### config.mk
export PLATFORM = sky130hd
export DESIGN_NAME = player_sequencer_flat
export DESIGN_NICKNAME = d
export VERILOG_FILES = /design/src/rtl/player_sequencer_if.sv /design/src/rtl/player_sequencer.sv /design/src/flat_wrapper.sv
export SDC_FILE = /design/constraint.sdc
export NUM_CORES = 1
export LEC_CHECK = 0
export CORE_ASPECT_RATIO = 1.5
export CORE_MARGIN = 10
export CORE_UTILIZATION = 45
export DETAILED_ROUTE_END_ITERATION = 12
export PLACE_DENSITY = 0.84
export RECOVER_POWER = 25
export SYNTH_ARGS = -nofsm -noshare
export SYNTH_HDL_FRONTEND = slang
export SYNTH_SLANG_ARGS = --single-unit
### constraint.sdc
create_clock -name clk -period 2.3 [get_ports clk]
set_input_delay 0.23 -clock clk [delete_from_list [all_inputs] [get_ports clk]]
set_output_delay 0.23 -clock clk [all_outputs]
set_load 0.01 [all_outputs]
### src/rtl/player_sequencer_if.sv
// Interface between player_sequencer, the button processors and the note/sample generator.
// The master side drives the control pulses and samples. The slave side is the sequencer.
interface player_sequencer_if #(
    parameter int SONG_W   = 2,
    parameter int SAMPLE_W = 16,
    parameter int OUT_W    = 24,
    parameter int VOL_W    = 3
);
    logic                       play_pause;
    logic                       next;
    logic                       prev;
    logic                       mode;
    logic                       vol_up;
    logic                       vol_down;
    logic                       song_done;
    logic                       new_frame;
    logic signed [SAMPLE_W-1:0] sample_in;

    logic [SONG_W-1:0]          song;
    logic                       play;
    logic                       restart;
    logic [1:0]                 repeat_mode;
    logic [VOL_W-1:0]           volume;
    logic signed [OUT_W-1:0]    left_data;
    logic signed [OUT_W-1:0]    right_data;
    logic                       frame_valid;

    modport master (
        output play_pause, next, prev, mode, vol_up, vol_down, song_done, new_frame, sample_in,
        input  song, play, restart, repeat_mode, volume, left_data, right_data, frame_valid
    );

    modport slave (
        input  play_pause, next, prev, mode, vol_up, vol_down, song_done, new_frame, sample_in,
        output song, play, restart, repeat_mode, volume, left_data, right_data, frame_valid
    );
endinterface

### src/rtl/player_sequencer.sv
// Playback controller: song selection, play/pause, repeat modes and auto-advance,
// plus a per-frame, volume-scaled stereo sample register for the codec.
module player_sequencer #(
    parameter int NUM_SONGS = 4,
    parameter int SONG_W    = 2,
    parameter int SAMPLE_W  = 16,
    parameter int OUT_W     = 24,
    parameter int VOL_W     = 3
) (
    input  logic                clk,
    input  logic                reset,
    player_sequencer_if.slave   bus
);
    localparam logic [1:0] ST_STOPPED = 2'd0;
    localparam logic [1:0] ST_PLAYING = 2'd1;
    localparam logic [1:0] ST_PAUSED  = 2'd2;

    localparam logic [SONG_W-1:0] LAST_SONG = SONG_W'(NUM_SONGS - 1);
    localparam logic [VOL_W-1:0]  VOL_MAX   = '1;

    logic [1:0]              state;
    logic [1:0]              state_n;
    logic [SONG_W-1:0]       song_n;
    logic [SONG_W-1:0]       song_inc;
    logic [SONG_W-1:0]       song_dec;
    logic                    restart_n;
    logic [VOL_W-1:0]        volume_n;
    logic [VOL_W-1:0]        shift_amt;
    logic signed [OUT_W-1:0] widened;
    logic signed [OUT_W-1:0] scaled;

    assign song_inc = (bus.song == LAST_SONG) ? '0 : bus.song + 1'b1;
    assign song_dec = (bus.song == '0) ? LAST_SONG : bus.song - 1'b1;

    // Only the highest-priority transport pulse acts: play_pause > next > prev > song_done.
    always_comb begin
        state_n   = state;
        song_n    = bus.song;
        restart_n = 1'b0;
        if (bus.play_pause) begin
            case (state)
                ST_STOPPED: begin
                    state_n   = ST_PLAYING;
                    restart_n = 1'b1;
                end
                ST_PLAYING: state_n = ST_PAUSED;
                ST_PAUSED:  state_n = ST_PLAYING;
                default:    state_n = ST_STOPPED;
            endcase
        end else if (bus.next) begin
            song_n    = song_inc;
            restart_n = 1'b1;
        end else if (bus.prev) begin
            song_n    = song_dec;
            restart_n = 1'b1;
        end else if (bus.song_done && state == ST_PLAYING) begin
            case (bus.repeat_mode)
                2'd0: begin
                    if (bus.song == LAST_SONG) begin
                        state_n = ST_STOPPED;
                        song_n  = '0;
                    end else begin
                        song_n    = song_inc;
                        restart_n = 1'b1;
                    end
                end
                2'd1: begin
                    song_n    = song_inc;
                    restart_n = 1'b1;
                end
                2'd2:    restart_n = 1'b1;
                default: state_n   = ST_STOPPED;
            endcase
        end
    end

    always_comb begin
        volume_n = bus.volume;
        if (bus.vol_up && !bus.vol_down && bus.volume != VOL_MAX) begin
            volume_n = bus.volume + 1'b1;
        end else if (bus.vol_down && !bus.vol_up && bus.volume != '0) begin
            volume_n = bus.volume - 1'b1;
        end
    end

    // Left-justify the sample in the codec word, then each volume step below max is one arithmetic halving.
    always_comb begin
        shift_amt = VOL_MAX - bus.volume;
        widened   = OUT_W'(bus.sample_in) << (OUT_W - SAMPLE_W);
        scaled    = widened >>> shift_amt;
    end

    always_ff @(posedge clk) begin
        if (reset) begin
            state           <= ST_STOPPED;
            bus.song        <= '0;
            bus.play        <= 1'b0;
            bus.restart     <= 1'b0;
            bus.repeat_mode <= 2'd0;
            bus.volume      <= VOL_MAX;
        end else begin
            state           <= state_n;
            bus.song        <= song_n;
            bus.play        <= (state_n == ST_PLAYING);
            bus.restart     <= restart_n;
            bus.repeat_mode <= bus.mode ? bus.repeat_mode + 2'd1 : bus.repeat_mode;
            bus.volume      <= volume_n;
        end
    end

    // The registered play/volume are used here, so a pause coinciding with new_frame still emits audio.
    always_ff @(posedge clk) begin
        if (reset) begin
            bus.left_data   <= '0;
            bus.right_data  <= '0;
            bus.frame_valid <= 1'b0;
        end else if (bus.new_frame) begin
            bus.frame_valid <= 1'b1;
            if (!bus.play || bus.volume == '0) begin
                bus.left_data  <= '0;
                bus.right_data <= '0;
            end else begin
                bus.left_data  <= scaled;
                bus.right_data <= scaled;
            end
        end else begin
            bus.frame_valid <= 1'b0;
        end
    end
endmodule

### src/flat_wrapper.sv
// flat-port wrapper written by rule: the top's interface ports become plain ports
module player_sequencer_flat 
#(
    parameter int NUM_SONGS = 4,
    parameter int SONG_W    = 2,
    parameter int SAMPLE_W  = 16,
    parameter int OUT_W     = 24,
    parameter int VOL_W     = 3
)
  (clk, reset, bus_play_pause, bus_next, bus_prev, bus_mode, bus_vol_up, bus_vol_down, bus_song_done, bus_new_frame, bus_sample_in, bus_song, bus_play, bus_restart, bus_repeat_mode, bus_volume, bus_left_data, bus_right_data, bus_frame_valid);
  player_sequencer_if #(.SONG_W(SONG_W), .SAMPLE_W(SAMPLE_W), .OUT_W(OUT_W), .VOL_W(VOL_W)) bus_i ();
  input  logic clk;
  input  logic reset;
  input wire logic [$bits(bus_i.play_pause)-1:0] bus_play_pause;
  input wire logic [$bits(bus_i.next)-1:0] bus_next;
  input wire logic [$bits(bus_i.prev)-1:0] bus_prev;
  input wire logic [$bits(bus_i.mode)-1:0] bus_mode;
  input wire logic [$bits(bus_i.vol_up)-1:0] bus_vol_up;
  input wire logic [$bits(bus_i.vol_down)-1:0] bus_vol_down;
  input wire logic [$bits(bus_i.song_done)-1:0] bus_song_done;
  input wire logic [$bits(bus_i.new_frame)-1:0] bus_new_frame;
  input wire logic [$bits(bus_i.sample_in)-1:0] bus_sample_in;
  output wire logic [$bits(bus_i.song)-1:0] bus_song;
  output wire logic [$bits(bus_i.play)-1:0] bus_play;
  output wire logic [$bits(bus_i.restart)-1:0] bus_restart;
  output wire logic [$bits(bus_i.repeat_mode)-1:0] bus_repeat_mode;
  output wire logic [$bits(bus_i.volume)-1:0] bus_volume;
  output wire logic [$bits(bus_i.left_data)-1:0] bus_left_data;
  output wire logic [$bits(bus_i.right_data)-1:0] bus_right_data;
  output wire logic [$bits(bus_i.frame_valid)-1:0] bus_frame_valid;
  assign bus_i.play_pause = bus_play_pause;
  assign bus_i.next = bus_next;
  assign bus_i.prev = bus_prev;
  assign bus_i.mode = bus_mode;
  assign bus_i.vol_up = bus_vol_up;
  assign bus_i.vol_down = bus_vol_down;
  assign bus_i.song_done = bus_song_done;
  assign bus_i.new_frame = bus_new_frame;
  assign bus_i.sample_in = bus_sample_in;
  assign bus_song = bus_i.song;
  assign bus_play = bus_i.play;
  assign bus_restart = bus_i.restart;
  assign bus_repeat_mode = bus_i.repeat_mode;
  assign bus_volume = bus_i.volume;
  assign bus_left_data = bus_i.left_data;
  assign bus_right_data = bus_i.right_data;
  assign bus_frame_valid = bus_i.frame_valid;
  player_sequencer #(.NUM_SONGS(NUM_SONGS), .SONG_W(SONG_W), .SAMPLE_W(SAMPLE_W), .OUT_W(OUT_W), .VOL_W(VOL_W)) u_core (.clk(clk), .reset(reset), .bus(bus_i));
endmodule
==> impl_metrics.yaml <==
timing:
  setup_viol: 0
  worst_slew_pin_slew_ps: 890
  slew_viol_final: 0
  holdWs_ps: 449
  slew-limit-headroom_pct: 40.4
  min_period_ps: 1810
  fmax_mhz: 553
  final.period_utilization_pct: 78.6
  hold_viol_final: 0
  fin_tns_setup_ps: 0
  setup_slack_ps: 493
  clock_skew_ps: 11.4
  rsz0062_at_grt: "false"
cells_and_area:
  multi_input_area_um2: 1290
  fill_cells: 437
  num_antenna_cells: 0
  final_cell_mix: "65 x clkdlybuf4s50_1, 35 x dfxtp_1, 28 x nand2_1"
  drive_gt1_share_pct: 8.72
  postLayoutCoreUtil_pct: 62.9
  design_area_um2: 3100
  area.growth.synth_to_final_pct: 33.9
  seq_area_um2: 701
  nNetsFinal: 352
  final_common_cell: "clkdlybuf4s50_1"
route:
  vias: 2119
  drt.antenna.violating_nets: 0
  via_per_inst: 5.48
  route.detailed.drc: 0
  drt_pass1_iterations: 4
  wl_per_cell_um: 16.2
  dr.first_iter.drc_count: 119
  wl_um: 6270
critical_path:
  rrSetupSlack_ps: 490
  r2r_cells: 6
  slowest_stage: "dfxtp_1"
  critPathLaunchType: "flop"
  path_cells: "buf_4 > buf_4 > mux2i_1 > o21ai_0 > a22oi_1 > nand2_1"
  crit_top_cell: "buf_4"
  cp_num_buf_inv: 2
  slowest_delay_ps: 510
  crit_family: "buffers and inverters"
  r2r-start: "u_core.bus.volume[1]$_SDFFE_PP1P_"
  worst_r2r_endpoint: "u_core.bus.left_data[7]$_SDFFE_PP0P_"
  critPathKind: "reg -> reg"
  crit_arrival_ps: 1990
  worstPathRequired_ps: 2480
  worstPathMaxFanout: 20
  end_kind: "flop"
cts:
  cts_resized: 0
  cts_root_buf: "clkbuf_8"
  clock_latency_ps: 290
  cts.sinks: 35
  cts_tree: "yes"
  numCtsBuffers: 5
  post_cts_buffers: 0
  h-tree-depth: 2
  cts_buffer_depth: 2
  clk_pin_slew_worst_paths_ps: 70
  cts_hold_buf: 0
job:
  drv_cap: 0
synth:
  synth_top_area_share_pct: 30.3
  yosysUniqueCellTypes: 48
  syn-mean-instance-area_um2: 8.77
  yosysWarnings: 0
  synthTopCellsByArea: "dfxtp_1 30%, buf_4 8.1%, mux4_2 5.8%, mux2i_1 5.6%, nand2_1 4.5%"
  synth_area_leader_cell: "dfxtp_1"
  netlist_instances: 264
  yosysSeqAreaShare_pct: 30.3
  ys_seq_elements: 35
  syn-cell-area_um2: 2310
global_routing:
  grt_pass1_wl_um: 10000
  grt_max_degree: 33
  antenna_found_initial: 0
  gr-total-overflow: 0
  grt_pass1_vias: 2100
  track_usage_pct: 14.4
power_and_ir_drop:
  leakagePower_nw: 1.30
  power_density_nw_per_um2: 520
  irDropWorstVdd_mv: 0.403
run_status:
  status: "complete, no violations"
die:
  pin_count: 84
  die_w_um: 78.6
  core_um2: 4930
  die-height_um: 108
  dieArea_um2: 8470
  initial_utilization_pct: 47.0
  rows: 31
min_path:
  min_to: "u_core.bus.left_data[10]$_SDFFE_PP0P_"
  hold_start: "u_core.bus.left_data[10]$_SDFFE_PP0P_"
  hold_depth: 2
  worstHoldPathType: "reg -> reg"
placement:
  gp_congestion: 0.958
  hpwl_um: 5000
  pre_cts_ws_ps: 293
  io_buffers: 81
  dpl_cell_area_um2: 2990
## synthesized netlist by cell type, drive strengths merged
master   number
a222oi        1
a31oi         1
nor3          9
a21oi        13
a22oi        10
o211ai        3
nor2         19
inv           9
mux4          8
buf          34
o21bai        2
a211oi        5
mux2          2
a21boi        1
nand3b        3
mux2i        13
nand3         3
a221oi        1
conb          1
a311oi        3
nand2b        4
xnor2         3
o21ai        11
nor4          1
nor3b         2
dfxtp        35
o21ba         1
o311a         1
o31ai         1
nand2        28
o21a          1
clkbuf        7
and3b         2
ha            5
o2111ai       1
nor2b        13
and2          5
fa            1
a21o          1
## kinds of logic after synthesis
kind of cell               after synthesis  synth area share (%)
adders and majority gates                6                  3.57
muxes                                   23                  14.9
buffers and inverters                   50                  14.2
DFF                                     35                  30.3
AOI/OAI and AO/OA                       57                  16.9
other                                    1                 0.162
xor gates and xnor gates                 3                  1.14
and+or+nand+nor                         89                  18.9
## sequential cells by signal, indices dropped and copies added, names as in the netlist
| signal | count |
|---|---|
| u_core.bus.repeat_mode | 2 |
| u_core.state | 2 |
| u_core.bus.frame_valid | 1 |
| u_core.bus.play | 1 |
| u_core.bus.restart | 1 |
| u_core.bus.left_data | 23 |
| u_core.bus.song | 2 |
| u_core.bus.volume | 3 |
## metrics by stage
stage	cells	total power (W)
floorplan	265	0.000916
global placement	379	0.00106
detailed placement	379	0.00107
CTS	387	0.00162
global route	387	0.00169
finish	387	0.00161
## cell type report
cell class | count | share of cell area (%)
Clock inverter | 3 | 1.41
Inverter | 9 | 1.09
Sequential cell | 35 | 22.6
Tap cell | 66 | 2.66
Clock buffer | 5 | 2.22
Timing Repair Buffer | 89 | 28.4
Multi-Input combinational cell | 180 | 41.6
## where the power goes
part	internal, W	switching, W	total, W
logic	0.000208	0.000187	0.000395
registers	0.000634	0.0000266	0.000661
clock network	0.000323	0.000233	0.000556
## tightest hold or removal path, cell delays in order, from the launching register on
cell and delay [ps]:
dfxtp_1 320, nand2_1 50, nand2_1 40
## per-layer routing
layer	part of all wire, %	global-route usage (%)
met5	0	0
met2	49	24.9
met4	2.5	5.91
met3	8.4	5.52
met1	40	15.4
## how the worst max path moves through the flow
stage                                      startpoint                                    to  depth (start not counted)
floorplan           u_core.bus.volume[0]$_SDFFE_PP1P_     u_core.bus.volume[1]$_SDFFE_PP1P_                         10
global placement                         bus_vol_down     u_core.bus.volume[2]$_SDFFE_PP1P_                          8
detailed placement                       bus_vol_down     u_core.bus.volume[2]$_SDFFE_PP1P_                          8
CTS                 u_core.bus.volume[1]$_SDFFE_PP1P_  u_core.bus.left_data[7]$_SDFFE_PP0P_                          6
global route        u_core.bus.volume[1]$_SDFFE_PP1P_  u_core.bus.left_data[7]$_SDFFE_PP0P_                          6
finish              u_core.bus.volume[1]$_SDFFE_PP1P_  u_core.bus.left_data[7]$_SDFFE_PP0P_                          6
No activity file was read; power rests on OpenSTA's default activity.
